--- config.mk ---
export PLATFORM = sky130hd
export DESIGN_NAME = ysyx_25020037_wbu_flat
export DESIGN_NICKNAME = d
export VERILOG_FILES = /design/src/rtl/ysyx_25020037_wbu_if.sv /design/src/rtl/ysyx_25020037_wbu.sv /design/src/flat_wrapper.sv
export SDC_FILE = /design/constraint.sdc
export NUM_CORES = 1
export LEC_CHECK = 0
export ABC_AREA = 0
export BUFFER_PORTS_ARGS = -buffer_cell sky130_fd_sc_hd__buf_2
export CORE_MARGIN = 2
export CORE_UTILIZATION = 38
export DETAILED_ROUTE_END_ITERATION = 8
export PLACE_DENSITY = 0.58
export REMOVE_ABC_BUFFERS = 1
export SLEW_MARGIN = 20
export SYNTH_ARGS = -nofsm -noshare
export SYNTH_HDL_FRONTEND = slang
export SYNTH_SLANG_ARGS = --single-unit
--- constraint.sdc ---
create_clock -name clk -period 4.11 [get_ports clk]
set_input_delay 1.0275 -clock clk [delete_from_list [all_inputs] [get_ports clk]]
set_output_delay 1.0275 -clock clk [all_outputs]
set_load 0.02 [all_outputs]
--- src/rtl/ysyx_25020037_wbu_if.sv ---
// Write-back stage bus: LSU result handshake plus decoded fields, GPR write port and the
// committed next-PC handshake toward fetch. Under WBU_DIFFTEST_EN the difftest taps are added.
interface ysyx_25020037_wbu_if;
  logic        lsu_valid;
  logic        wbu_ready;
  logic [31:0] pc;
  logic [31:0] dnpc_in;
  logic [3:0]  rd;
  logic        gpr_we;
  logic        is_read;
  logic        is_write;
  logic [31:0] alu_result;
  logic [31:0] load_data;
  logic        csr_en;
  logic [11:0] csr_addr;
  logic        csr_we;
  logic [31:0] csr_wdata;
  logic        ecall_en;
  logic        mret_en;
  logic        access_fault;
  logic        gpr_wen;
  logic [3:0]  gpr_waddr;
  logic [31:0] gpr_wdata;
  logic        wbu_valid;
  logic        ifu_ready;
  logic [31:0] dnpc;
`ifdef WBU_DIFFTEST_EN
  logic        difftest_commit;
  logic [31:0] difftest_pc;
  logic [31:0] difftest_dnpc;
`endif

  // Environment side: LSU and IFU
  modport master (
    output lsu_valid, pc, dnpc_in, rd, gpr_we, is_read, is_write, alu_result, load_data,
    output csr_en, csr_addr, csr_we, csr_wdata, ecall_en, mret_en, access_fault, ifu_ready,
`ifdef WBU_DIFFTEST_EN
    input  difftest_commit, difftest_pc, difftest_dnpc,
`endif
    input  wbu_ready, gpr_wen, gpr_waddr, gpr_wdata, wbu_valid, dnpc
  );

  // Write-back stage side
  modport slave (
    input  lsu_valid, pc, dnpc_in, rd, gpr_we, is_read, is_write, alu_result, load_data,
    input  csr_en, csr_addr, csr_we, csr_wdata, ecall_en, mret_en, access_fault, ifu_ready,
`ifdef WBU_DIFFTEST_EN
    output difftest_commit, difftest_pc, difftest_dnpc,
`endif
    output wbu_ready, gpr_wen, gpr_waddr, gpr_wdata, wbu_valid, dnpc
  );
endinterface

--- src/rtl/ysyx_25020037_wbu.sv ---
// Write-back / commit stage: owns the M-mode CSR file, drives the GPR write port, resolves
// traps and mret, and hands the committed next PC to fetch.
// Optional macro WBU_DIFFTEST_EN adds difftest_commit/difftest_pc/difftest_dnpc outputs.
module ysyx_25020037_wbu #(
  parameter logic [31:0] RESET_MSTATUS = 32'h0000_1800,
  parameter logic [31:0] MVENDORID     = 32'h7973_7978,
  parameter logic [31:0] MARCHID       = 32'h017D_C685
) (
  input logic                    clk,
  input logic                    rst,
  ysyx_25020037_wbu_if.slave     bus
);

  typedef enum logic [1:0] {StIdle, StCommit, StHold} state_e;

  localparam logic [11:0] AddrMstatus   = 12'h300;
  localparam logic [11:0] AddrMtvec     = 12'h305;
  localparam logic [11:0] AddrMepc      = 12'h341;
  localparam logic [11:0] AddrMcause    = 12'h342;
  localparam logic [11:0] AddrMvendorid = 12'hF11;
  localparam logic [11:0] AddrMarchid   = 12'hF12;

  state_e      state_q, state_d;

  // Captured instruction
  logic [31:0] pc_q, alu_q, load_q, csr_wdata_q, dnpc_q;
  logic [3:0]  rd_q;
  logic [11:0] csr_addr_q;
  logic        gpr_we_q, is_read_q, csr_en_q, csr_we_q, ecall_q, mret_q, fault_q;

  // CSR file
  logic [31:0] mstatus_q, mstatus_d, mtvec_q, mtvec_d, mepc_q, mepc_d, mcause_q, mcause_d;

  logic        capture, commit, trap;
  logic [31:0] dnpc_d, csr_rdata, wb_data;
  logic        unused_is_write;

  assign capture = (state_q == StIdle) && bus.lsu_valid;
  assign commit  = (state_q == StCommit);
  assign trap    = fault_q | ecall_q;
  // Store vs. load is fully described by is_read for fault causes.
  assign unused_is_write = bus.is_write;

  // Redirect target is chosen at capture so dnpc is stable for the whole COMMIT/HOLD window.
  always_comb begin
    dnpc_d = bus.dnpc_in;
    if (bus.access_fault || bus.ecall_en) dnpc_d = mtvec_q;
    else if (bus.mret_en)                 dnpc_d = mepc_q;
  end

  // State register
  always_ff @(posedge clk) begin
    if (rst) state_q <= StIdle;
    else     state_q <= state_d;
  end

  // Next-state logic
  always_comb begin
    state_d = state_q;
    unique case (state_q)
      StIdle:   if (bus.lsu_valid) state_d = StCommit;
      StCommit: state_d = bus.ifu_ready ? StIdle : StHold;
      StHold:   if (bus.ifu_ready) state_d = StIdle;
      default:  state_d = StIdle;
    endcase
  end

  // Capture all upstream fields once, when the handshake completes in IDLE
  always_ff @(posedge clk) begin
    if (rst) begin
      pc_q        <= '0;
      alu_q       <= '0;
      load_q      <= '0;
      csr_wdata_q <= '0;
      dnpc_q      <= '0;
      rd_q        <= '0;
      csr_addr_q  <= '0;
      gpr_we_q    <= 1'b0;
      is_read_q   <= 1'b0;
      csr_en_q    <= 1'b0;
      csr_we_q    <= 1'b0;
      ecall_q     <= 1'b0;
      mret_q      <= 1'b0;
      fault_q     <= 1'b0;
    end else if (capture) begin
      pc_q        <= bus.pc;
      alu_q       <= bus.alu_result;
      load_q      <= bus.load_data;
      csr_wdata_q <= bus.csr_wdata;
      dnpc_q      <= dnpc_d;
      rd_q        <= bus.rd;
      csr_addr_q  <= bus.csr_addr;
      gpr_we_q    <= bus.gpr_we;
      is_read_q   <= bus.is_read;
      csr_en_q    <= bus.csr_en;
      csr_we_q    <= bus.csr_we;
      ecall_q     <= bus.ecall_en;
      mret_q      <= bus.mret_en;
      fault_q     <= bus.access_fault;
    end
  end

  // Old CSR value, read before the COMMIT write lands
  always_comb begin
    csr_rdata = '0;
    case (csr_addr_q)
      AddrMstatus:   csr_rdata = mstatus_q;
      AddrMtvec:     csr_rdata = mtvec_q;
      AddrMepc:      csr_rdata = mepc_q;
      AddrMcause:    csr_rdata = mcause_q;
      AddrMvendorid: csr_rdata = MVENDORID;
      AddrMarchid:   csr_rdata = MARCHID;
      default:       csr_rdata = '0;
    endcase
  end

  // CSR next state: trap side effects win over any software write
  always_comb begin
    mstatus_d = mstatus_q;
    mtvec_d   = mtvec_q;
    mepc_d    = mepc_q;
    mcause_d  = mcause_q;
    if (commit) begin
      if (trap) begin
        mepc_d           = pc_q;
        mcause_d         = fault_q ? (is_read_q ? 32'd5 : 32'd7) : 32'd11;
        mstatus_d[7]     = mstatus_q[3];
        mstatus_d[3]     = 1'b0;
        mstatus_d[12:11] = 2'b11;
      end else begin
        if (csr_we_q) begin
          case (csr_addr_q)
            AddrMstatus: mstatus_d = csr_wdata_q;
            AddrMtvec:   mtvec_d   = csr_wdata_q;
            AddrMepc:    mepc_d    = csr_wdata_q;
            AddrMcause:  mcause_d  = csr_wdata_q;
            default:     ;
          endcase
        end
        if (mret_q) begin
          mstatus_d[3] = mstatus_q[7];
          mstatus_d[7] = 1'b1;
        end
      end
    end
  end

  // CSR registers
  always_ff @(posedge clk) begin
    if (rst) begin
      mstatus_q <= RESET_MSTATUS;
      mtvec_q   <= '0;
      mepc_q    <= '0;
      mcause_q  <= '0;
    end else begin
      mstatus_q <= mstatus_d;
      mtvec_q   <= mtvec_d;
      mepc_q    <= mepc_d;
      mcause_q  <= mcause_d;
    end
  end

  // Write-back data select
  always_comb begin
    wb_data = alu_q;
    if (is_read_q)     wb_data = load_q;
    else if (csr_en_q) wb_data = csr_rdata;
  end

  assign bus.wbu_ready = (state_q == StIdle);
  assign bus.wbu_valid = (state_q == StCommit) || (state_q == StHold);
  assign bus.dnpc      = dnpc_q;
  // Qualified with rst so a commit cut short by reset never writes
  assign bus.gpr_wen   = commit & gpr_we_q & (rd_q != 4'd0) & ~trap & ~rst;
  assign bus.gpr_waddr = commit ? rd_q : 4'd0;
  assign bus.gpr_wdata = commit ? wb_data : 32'd0;

`ifdef WBU_DIFFTEST_EN
  assign bus.difftest_commit = commit & ~rst;
  assign bus.difftest_pc     = rst ? 32'd0 : pc_q;
  assign bus.difftest_dnpc   = rst ? 32'd0 : dnpc_q;
`endif

endmodule

--- src/flat_wrapper.sv ---
// flat-port wrapper written by rule: the top's interface ports become plain ports
module ysyx_25020037_wbu_flat 
#(
  parameter logic [31:0] RESET_MSTATUS = 32'h0000_1800,
  parameter logic [31:0] MVENDORID     = 32'h7973_7978,
  parameter logic [31:0] MARCHID       = 32'h017D_C685
)
  (clk, rst, bus_lsu_valid, bus_pc, bus_dnpc_in, bus_rd, bus_gpr_we, bus_is_read, bus_is_write, bus_alu_result, bus_load_data, bus_csr_en, bus_csr_addr, bus_csr_we, bus_csr_wdata, bus_ecall_en, bus_mret_en, bus_access_fault, bus_ifu_ready, bus_wbu_ready, bus_gpr_wen, bus_gpr_waddr, bus_gpr_wdata, bus_wbu_valid, bus_dnpc);
  ysyx_25020037_wbu_if bus_i ();
  input logic clk;
  input logic rst;
  input wire logic [$bits(bus_i.lsu_valid)-1:0] bus_lsu_valid;
  input wire logic [$bits(bus_i.pc)-1:0] bus_pc;
  input wire logic [$bits(bus_i.dnpc_in)-1:0] bus_dnpc_in;
  input wire logic [$bits(bus_i.rd)-1:0] bus_rd;
  input wire logic [$bits(bus_i.gpr_we)-1:0] bus_gpr_we;
  input wire logic [$bits(bus_i.is_read)-1:0] bus_is_read;
  input wire logic [$bits(bus_i.is_write)-1:0] bus_is_write;
  input wire logic [$bits(bus_i.alu_result)-1:0] bus_alu_result;
  input wire logic [$bits(bus_i.load_data)-1:0] bus_load_data;
  input wire logic [$bits(bus_i.csr_en)-1:0] bus_csr_en;
  input wire logic [$bits(bus_i.csr_addr)-1:0] bus_csr_addr;
  input wire logic [$bits(bus_i.csr_we)-1:0] bus_csr_we;
  input wire logic [$bits(bus_i.csr_wdata)-1:0] bus_csr_wdata;
  input wire logic [$bits(bus_i.ecall_en)-1:0] bus_ecall_en;
  input wire logic [$bits(bus_i.mret_en)-1:0] bus_mret_en;
  input wire logic [$bits(bus_i.access_fault)-1:0] bus_access_fault;
  input wire logic [$bits(bus_i.ifu_ready)-1:0] bus_ifu_ready;
  output wire logic [$bits(bus_i.wbu_ready)-1:0] bus_wbu_ready;
  output wire logic [$bits(bus_i.gpr_wen)-1:0] bus_gpr_wen;
  output wire logic [$bits(bus_i.gpr_waddr)-1:0] bus_gpr_waddr;
  output wire logic [$bits(bus_i.gpr_wdata)-1:0] bus_gpr_wdata;
  output wire logic [$bits(bus_i.wbu_valid)-1:0] bus_wbu_valid;
  output wire logic [$bits(bus_i.dnpc)-1:0] bus_dnpc;
  assign bus_i.lsu_valid = bus_lsu_valid;
  assign bus_i.pc = bus_pc;
  assign bus_i.dnpc_in = bus_dnpc_in;
  assign bus_i.rd = bus_rd;
  assign bus_i.gpr_we = bus_gpr_we;
  assign bus_i.is_read = bus_is_read;
  assign bus_i.is_write = bus_is_write;
  assign bus_i.alu_result = bus_alu_result;
  assign bus_i.load_data = bus_load_data;
  assign bus_i.csr_en = bus_csr_en;
  assign bus_i.csr_addr = bus_csr_addr;
  assign bus_i.csr_we = bus_csr_we;
  assign bus_i.csr_wdata = bus_csr_wdata;
  assign bus_i.ecall_en = bus_ecall_en;
  assign bus_i.mret_en = bus_mret_en;
  assign bus_i.access_fault = bus_access_fault;
  assign bus_i.ifu_ready = bus_ifu_ready;
  assign bus_wbu_ready = bus_i.wbu_ready;
  assign bus_gpr_wen = bus_i.gpr_wen;
  assign bus_gpr_waddr = bus_i.gpr_waddr;
  assign bus_gpr_wdata = bus_i.gpr_wdata;
  assign bus_wbu_valid = bus_i.wbu_valid;
  assign bus_dnpc = bus_i.dnpc;
  ysyx_25020037_wbu #(.RESET_MSTATUS(RESET_MSTATUS), .MVENDORID(MVENDORID), .MARCHID(MARCHID)) u_core (.clk(clk), .rst(rst), .bus(bus_i));
endmodule
[Word level (Yosys, flattened, before mapping)]
Cells that the tools add are included.
Word-level totals
  bits in registers: 313
  logic and storage cells: 82
Cells by class
  equality and inequality tests: 10
  muxes and demuxes: 26
  bitwise logic cells: 7
  reduce and logical (&&, ||, !) cells: 18
Operators with widths (number)
  two-way mux 32 bit: 12
  one-hot mux 32 bit (6 select lines): 1
  == test 12 x 10 -> 1 bit, second input constant: 4
  two-way mux 13 bit: 2
  == test 12 bit, second input constant: 2
  AND reduction 3 bit: 4
  two-way mux 2 bit: 5
  AND reduction 4 bit: 2
  nonzero test 2 bit: 4
  one-hot mux 2 bit (3 select lines): 1
  nonzero test 3 bit: 2
  bitwise AND 1 bit: 4
  two-way mux 1 bit: 4
  two-way mux 4 bit: 1
  inequality test 2 bit, second input constant: 2
  nonzero test 4 bit: 1
  == test 2 x 1 -> 1 bit, second input constant: 1
  == test 2 bit, second input constant: 1
  zero test 2 bit: 1
  logical OR 1 bit: 2
  NOT 1 bit: 2
  AND reduction 2 bit: 1
  logical AND 1 bit: 1
  bitwise OR 1 bit: 1

[Longest topological paths before layout]
Gate-level depths: netlist of the first run.
  depth in word-level cells: 5
  gate-level depth with buffers: 8

[Least setup slack after synthesis of the first run]
Ideal clock, no wire load.
  kind: register to output
  from: register u_core.csr_addr_q[0]
  to: output bus_gpr_wdata[24]
  arrival time: 2040 ps
  required time: 3083 ps
  setup slack: 1043 ps
  stages on the path, launching flop included: 9
  buffers on the path: 3
  cell sequence: dfxtp_1 > buf_2 > or4b_1 > nor3_1 > buf_4 > buf_4 > o2bb2ai_1 > a211oi_1 > o21ai_1
Between the ends
  longest elaborated chain between the ends: 5
RTL lines
  start, declared: line ysyx_25020037_wbu.sv:28  | logic [11:0] csr_addr_q;
  start signal, assigned: line ysyx_25020037_wbu.sv:92  | csr_addr_q <= bus.csr_addr;
  == test 12 bit / == test 12 x 10 -> 1 bit (equally long branches): line ysyx_25020037_wbu.sv:106  | case (csr_addr_q)
  one-hot mux 32 bit (6 select lines) *: line ysyx_25020037_wbu.sv:106
  two-way mux 32 bit *: line ysyx_25020037_wbu.sv:167  | else if (csr_en_q) wb_data = csr_rdata;
  two-way mux 32 bit *: line ysyx_25020037_wbu.sv:166  | if (is_read_q) wb_data = load_q;
  two-way mux 32 bit *: line ysyx_25020037_wbu.sv:176  | assign bus.gpr_wdata = commit ? wb_data : 32'd0;
  end, declared: line flat_wrapper.sv:32  | output wire logic [$bits(bus_i.gpr_wdata)-1:0] bus_gpr_wdata;
Mark *: on every way between the ends. The rest lies on a longest branch, timed or not.

[Worst setup path after layout of the first run]
  from: register u_core.csr_addr_q[1]
  to: output bus_gpr_wdata[7]
The elaborated chain is that of the path after synthesis.

==> results of run 1 <==
-- worst max path at each step --
| stage | end | slack (ns) | depth (start not counted) |
|---|---|---|---|
| 3_5_place_dp | bus_gpr_wdata[31] | 0.76 | 7 |
| 4_1_cts | bus_gpr_wdata[19] | 0.20 | 7 |
| 3_3_place_gp | bus_gpr_wdata[31] | 0.76 | 7 |
| 5_1_grt | bus_gpr_wdata[20] | 0.02 | 6 |
| 6_report | bus_gpr_wdata[7] | 0.21 | 7 |
| 2_1_floorplan | u_core.bus.dnpc[0]$_SDFFE_PP0P_ | -1.86 | 3 |
-- through the flow --
step                      power (W)  instances  hold slack [ns]  cell area, µm²
after global routing        0.00749       2300            0.465           16200
final                       0.00719       2302            0.450           16200
after CTS                   0.00728       2299            0.451           16200
after detailed placement    0.00415       2235            0.443           15000
after global placement      0.00413       2235            0.439           15000
after floorplan             0.00376       1489            0.426           12700
-- layer usage --
metal	vias to the layer above	track usage, %	wire (µm)
met5	-	0	0
met4	0	6.05	877
met3	58	4.00	3050
met2	393	38.8	19900
met1	5770	31.2	19200
li1	6070	-	-
-- final cells by class --
class	count	area, µm²	share of cell area (%)
Clock buffer	56	1110	6.84
Clock inverter	8	46.3	0.286
Antenna cell	3	7.51	0.0464
Timing Repair Buffer	291	1610	9.98
Inverter	4	15.0	0.0928
Tap cell	455	569	3.52
Sequential cell	313	6270	38.7
Multi-Input combinational cell	1172	6560	40.5
-- power breakdown --
group	switching [W]	leakage (nW)	internal, W
clock network	0.00126	0.572	0.00185
registers	0.000110	2.55	0.00317
logic	0.000518	3.50	0.000276
total	0.00189	6.62	0.00530
-- cell usage after synthesis, drive strengths merged, types with 4 or more instances --
cell and instances:
a311oi 32, buf 33, a211oi 7, mux2i 95
o2bb2ai 7, a22o 40, o21ai 41, a22oi 57
o22ai 13, nor3 15, dfxtp 313, and2 8
nand4 4, nor2 124, a21oi 191, o211ai 36
nand2 448, nor2b 9, inv 4, clkbuf 106
a221oi 13
-- tightest hold or removal path, cell delays in order, from the launching register on --
cell and delay, ns:
dfxtp_1 0.30, nand2_1 0.05, a21oi_1 0.05
-- state kept, by name, summed over array words and instances (netlist names) --
register and flops:
u_core.load_q 32, u_core.mtvec_q 32, u_core.rd_q 4, u_core.ecall_q 1, u_core.state_q 2, u_core.fault_q 1, u_core.mret_q 1, u_core.mstatus_q 32
u_core.alu_q 32, u_core.csr_wdata_q 32, u_core.pc_q 32, u_core.is_read_q 1, u_core.csr_we_q 1, u_core.csr_en_q 1, u_core.gpr_we_q 1, u_core.mcause_q 32
u_core.bus.dnpc 32, u_core.mepc_q 32, u_core.csr_addr_q 12
-- timing repair --
item | in CTS | in global routing
gates resized for setup | 0 | 2
hold buffers | 0 | 0
endpoints found under the setup margin | 0 | 1
-- cell families after synthesis --
group                    Yosys count  share of synthesized area, %
flip-flops                       313                          47.2
multiplexers                      95                          7.16
AND/OR/NAND/NOR                  627                          19.1
adder cells (fa/ha/maj)            3                         0.283
XOR/XNOR                           1                        0.0659
AO/OA/AOI/OAI                    446                          21.8
buffers and inverters            143                          4.42
==> results by group, run 1 <==
Outcome
  – Status: finished, final reports clean

Die
  – Die footprint: 0.0365 mm²
  – Chip height: 191 µm
  – Core area: 0.0345 mm²
  – Std cell rows: 68
  – DIE WIDTH: 191 µm
  – Initial core utilization: 38.6%
  – I/O pin cnt: 259

Worst setup path
  – CP required: 3.08 ns
  – CP max-delay cell: dfxtp_1
  – Crit-path leading delay family: simple AND/OR/NAND/NOR gates
  – CP bufs+invs: 2
  – Critical path class: flop to primary output
  – Crit-path cells: or4b_1 -> nor3_2 -> buf_4 -> a22o_1 -> nor3_1 -> o21ai_1 -> buf_2
  – Worst setup SP type: flop
  – Worst-path fanout max: 21
  – Max incr delay on CP: 0.62 ns
  – FF-to-FF End: u_core.mcause_q[21]$_SDFFE_PP0P_
  – Crit path from: u_core.csr_addr_q[1]$_SDFFE_PP0P_
  – Crit path DAT: 2.88 ns
  – R2R cell count: 7
  – R2R Setup Slk: 1.00 ns
  – Reg2Reg Launch Point: u_core.csr_addr_q[1]$_SDFFE_PP0P_
  – Element type at the critical path end: primary output

Global route
  – Initial antenna violation count: 2
  – All-Layer GR Usage: 23.3%
  – Global-route wire length before repair: 66.6 mm
  – Vias in the first global route: 11900
  – Largest net degree at the start of global routing: 137
  – Gr ovfl total: 0

Cells and area
  – Most common cell after layout, fill and taps aside: nand2_1
  – Fin nets: 2009
  – Syn-to-layout area delta: 21.8%
  – Final design utilization: 47.0%
  – Commonest non-fill, non-tap cells in the layout: 446 x nand2_1, 313 x dfxtp_1, 256 x buf_2, 191 x a21oi_1, 120 x nor2_1
  – Share of layout cells above drive strength 1: 20.0%
  – Fillers: 3490

Drt
  – Pre-antenna DRT Iters: 5
  – DR WL/cell: 18.7 µm
  – Routed Wire Length: 43.1 mm
  – DRT antenna net count: 0
  – Post-DR vias/cell: 5.34
  – Iteration-0 DRC Markers: 806
  – Vias post-DR: 12300
  – DRC: 0

Job
  – Maxcap violations: 0

Synth
  – Syn Area/Cell: 8.16 µm²
  – EDFF count, synth: 0
  – Flops & latches, synth: 313
  – Mapped cell area: 0.0133 mm²
  – Yosys top cell area share: 47.2%
  – Post-synthesis cell type count: 52
  – Sequential share of the synthesized area: 47.2%
  – Dominant synthesized flop cell: dfxtp_1
  – Area contributors post-synth: dfxtp_1 47%, nand2_1 13%, a21oi_1 7.2%, mux2i_1 7.2%, nor2_1 3.4%
  – Post-synthesis async set-or-reset flop share: 0%
  – Mapped Cells: 1628
  – Cell taking the most area after synthesis: dfxtp_1
  – Synth warn: 0

Pwr
  – Static leakage: 6.62 nW
  – Peak supply drop: 330 µV
  – Power per cell area: 444 mW/mm²

Min path
  – Hold depth: 2
  – Type of the worst min-delay path: flop to flop
  – Hold path start: u_core.bus.dnpc[31]$_SDFFE_PP0P_
  – Hold endpoint: u_core.bus.dnpc[31]$_SDFFE_PP0P_

Place
  – GP Congestion: 0.795
  – DP HPWL: 26.9 mm
  – IO Port Bufs: 257
  – Pre-CTS setup slack: 0.760 ns

Timing
  – Max Transition Viols Final: 0
  – Worst Tran Pin Value: 1.05 ns
  – Final setup fails: 0
  – Crit path time final: 3.90 ns
  – RSZ-0062 raised after global routing: false
  – Final WS setup: 0.205 ns
  – Setup TNS: 0 ns
  – Clk_skew: 0.0179 ns
  – Final worst path period share: 95.0%
  – Max Freq: 0.256 GHz
  – Hold Vio Cnt, Final: 0
  – Slew margin rel.: 30.3%

Clock network
  – CTS tree: yes
  – H-tree levels: 2
  – Clk Latency, worst-skew pair: 0.51 ns
  – Setup Fix Bufs, Post-CTS: 0
  – Clk sink count: 313
  – Clk root buf: clkbuf_16
  – TritonCTS buffer count: 36
  – Max Buffers Root-to-Sink: 3
  – Reg clk slew, reported paths: 0.06 ns
(Power assumes the default switching activity.)
==> run 2: changes to the inputs <==
--- a/config.mk
+++ b/config.mk
@@ -7,10 +7,13 @@
 export LEC_CHECK = 0
 export ABC_AREA = 0
 export BUFFER_PORTS_ARGS = -buffer_cell sky130_fd_sc_hd__buf_2
+export CELL_PAD_IN_SITES_DETAIL_PLACEMENT = 1
+export CELL_PAD_IN_SITES_GLOBAL_PLACEMENT = 2
+export CORE_ASPECT_RATIO = 2
 export CORE_MARGIN = 2
-export CORE_UTILIZATION = 38
+export CORE_UTILIZATION = 35
 export DETAILED_ROUTE_END_ITERATION = 8
-export PLACE_DENSITY = 0.58
+export PLACE_DENSITY = 0.85
 export REMOVE_ABC_BUFFERS = 1
 export SLEW_MARGIN = 20
 export SYNTH_ARGS = -nofsm -noshare
==> run 2 against run 1 <==
Routed wire length increased by 8.3%. Sequential power about the same. Fmax is 0.14% lower. Non-clock buffer count decreased by 2. Die area rose by 8.6%. Largest cell class unchanged. Sequential cell count stayed put. Via count grew 1.1%. Highest routed layer is now met5. Combinational power up 2%. Critical endpoint is now bus_gpr_wdata[0]. Clock skew is 0.0065 ns lower. Critical path depth unchanged. First-iteration DRC count is 22% lower.
==> results by group, run 2 (synthesis gave the netlist of run 1 again) <==
Worst setup path
  – Worst-path fanout max: 28 (+33%)
  – R2R cell count: 7 (unchanged)
  – Worst setup SP type: flop
  – CP required: 3.08 ns (about the same)
  – Critical path class: flop to primary output
  – Element type at the critical path end: primary output
  – Crit path DAT: 2.88 ns (about the same)

Die
  – Chip height: 280 µm (+46%)
  – Std cell rows: 101 (+49%)
  – Die footprint: 0.0396 mm² (+8.6%)
  – DIE WIDTH: 142 µm (-26%)
  – Initial core utilization: 35.3% (-3.3 points)
  – I/O pin cnt: 259 (unchanged)
  – Core area: 0.0377 mm² (+9.3%)

Clock network
  – CTS tree: yes
  – Post-CTS Hold Fix Bufs: 0 (unchanged)
  – Clk Latency, worst-skew pair: 0.57 ns (+0.06 ns)
  – Clk root buf: clkbuf_16
  – H-tree levels: 1 (-1)
  – TritonCTS buffer count: 30 (-17%)
  – Reg clk slew, reported paths: 0.07 ns (about the same)
  – Setup Fix Bufs, Post-CTS: 0 (unchanged)
  – Max Buffers Root-to-Sink: 3 (unchanged)
  – Clk sink count: 313 (unchanged)

Cells and area
  – Most common cell after layout, fill and taps aside: nand2_1
  – Share of layout cells above drive strength 1: 19.7% (-0.32 points)
  – Fillers: 4541 (+30%)
  – Commonest non-fill, non-tap cells in the layout: 446 x nand2_1, 313 x dfxtp_1, 256 x buf_2, 191 x a21oi_1, 120 x nor2_1
  – Syn-to-layout area delta: 21.3%
  – Fin nets: 2001 (-0.40%)
  – Design area: 0.0161 mm² (-0.40%)
  – Final design utilization: 42.8% (-4.2 points)
  – Antenna diodes: 0 (-3)

Min path
  – Hold depth: 2 (unchanged)
  – Type of the worst min-delay path: flop to flop

Global route
  – All-Layer GR Usage: 23.1% (-0.15 points)
  – GR Util met3: 2.82% (-1.2 points)
  – Initial antenna violation count: 5 (+3)
  – Most used routing layer: met2
  – Gr ovfl total: 0 (unchanged)
  – Global-route wire length before repair: 71.7 mm (+7.7%)
  – M2 GR Usage: 42.4% (+3.7 points)
  – M1 GR Usage: 28.9% (-2.3 points)
  – Vias in the first global route: 12500 (+5.1%)
  – Largest net degree at the start of global routing: 192 (+40%)

Place
  – Placed Area: 0.0150 mm² (+0.25%)
  – IO Port Bufs: 257 (unchanged)
  – DP HPWL: 29.0 mm (+7.9%)
  – Pre-CTS setup slack: 0.680 ns (-0.0800 ns)
  – GP Congestion: 0.748 (-5.9%)

Timing
  – Final WS setup: 0.200 ns (-0.00555 ns)
  – Worst Tran Pin Value: 1.12 ns (+0.0795 ns)
  – Max Freq: 0.256 GHz (-0.14%)
  – Crit path time final: 3.91 ns (+0.00555 ns)
  – Final hold slack: 0.452 ns (+0.00207 ns)
  – Hold Vio Cnt, Final: 0 (unchanged)
  – Clk_skew: 0.0114 ns (-0.00649 ns)
  – RSZ-0062 raised after global routing: false
  – Slew margin rel.: 25.0% (-5.3 points)
  – Setup TNS: 0 ns (unchanged)
  – Final worst path period share: 95.1% (+0.14 points)
  – Max Transition Viols Final: 0 (unchanged)
  – Final setup fails: 0 (unchanged)

Drt
  – Pre-antenna DRT Iters: 5 (unchanged)
  – Post-DR vias/cell: 5.41 (+1.3%)
  – Iteration-0 DRC Markers: 630 (-22%)
  – DR WL/cell: 20.3 µm (+8.6%)
  – DRT antenna net count: 0 (unchanged)
  – Routed Wire Length: 46.7 mm (+8.3%)
  – DRC: 0 (unchanged)
  – Vias post-DR: 12400 (+1.1%)

Pwr
  – Peak supply drop: 313 µV (-5.2%)
  – Power per cell area: 439 mW/mm² (-1.1%)
  – Static leakage: 6.57 nW (-0.84%)

Job
  – Maxcap violations: 0 (unchanged)

Outcome
  – Status: finished, final reports clean
==> run 2: cell types whose count changed in the layout (fill, tap and decap cells not counted), moves of 3 or more <==
cell	delta
diode_2	-3
clkbuf_8	-6
buf_4	-7
bufinv_16	+4
buf_12	+4
clkbuf_16	-6
==> run 2: worst max-delay path: stages, from the launching register on <==
cell	delay (ns)
dfxtp_1	0.58
or4b_1	0.56
nor3_4	0.19
buf_6	0.35
a22o_1	0.21
nor3_1	0.07
o21ai_1	0.15
buf_2	0.19
==> run 2: report_power, final <==
| group | switching [W] | internal [W] | leakage [nW] |
|---|---|---|---|
| logic | 0.000534 | 0.000278 | 3.50 |
| clock network | 0.00126 | 0.00173 | 0.517 |
| registers | 0.000113 | 0.00317 | 2.55 |
| total | 0.00190 | 0.00518 | 6.57 |
==> run 2: per-stage QoR <==
stage          total power (W)  std cells
3_5_place_dp           0.00417       2241
2_1_floorplan          0.00376       1489
5_1_grt                0.00736       2296
3_3_place_gp           0.00415       2241
4_1_cts                0.00717       2296
6_report               0.00708       2296
==> run 2: timing repair <==
| item | 4_1_cts | 5_1_grt |
|---|---|---|
| setup endpoints to repair | 0 | 8 |
| hold endpoints to repair | 0 | 0 |
| gates resized for setup | 0 | 3 |
==> run 2: final timing paths <==
kind / slack [ns] / end / from
worst max-delay path: 0.20 / bus_gpr_wdata[0] / u_core.csr_addr_q[0]$_SDFFE_PP0P_
worst min-delay path: 0.45 / u_core.bus.dnpc[24]$_SDFFE_PP0P_ / u_core.bus.dnpc[24]$_SDFFE_PP0P_
worst max register to register: 1.41 / u_core.mcause_q[16]$_SDFFE_PP0P_ / u_core.csr_addr_q[1]$_SDFFE_PP0P_
worst min register to register: 0.45 / u_core.bus.dnpc[24]$_SDFFE_PP0P_ / u_core.bus.dnpc[24]$_SDFFE_PP0P_
==> run 2: final cells by class <==
cell class | count | area (µm²) | area share, %
multi-input cells | 1172 | 6550 | 40.6
flip-flops and latches | 313 | 6270 | 38.9
clock buffers | 42 | 867 | 5.38
inverters | 4 | 15.0 | 0.0932
well taps | 463 | 579 | 3.59
clock inverters | 13 | 190 | 1.18
repair buffers | 289 | 1650 | 10.3
==> run 2: layer usage <==
metal	share of wire, %	routed length (µm)
met2	52	24100
met3	4.1	1920
met5	0.12	58
met4	1.5	694
met1	43	19900
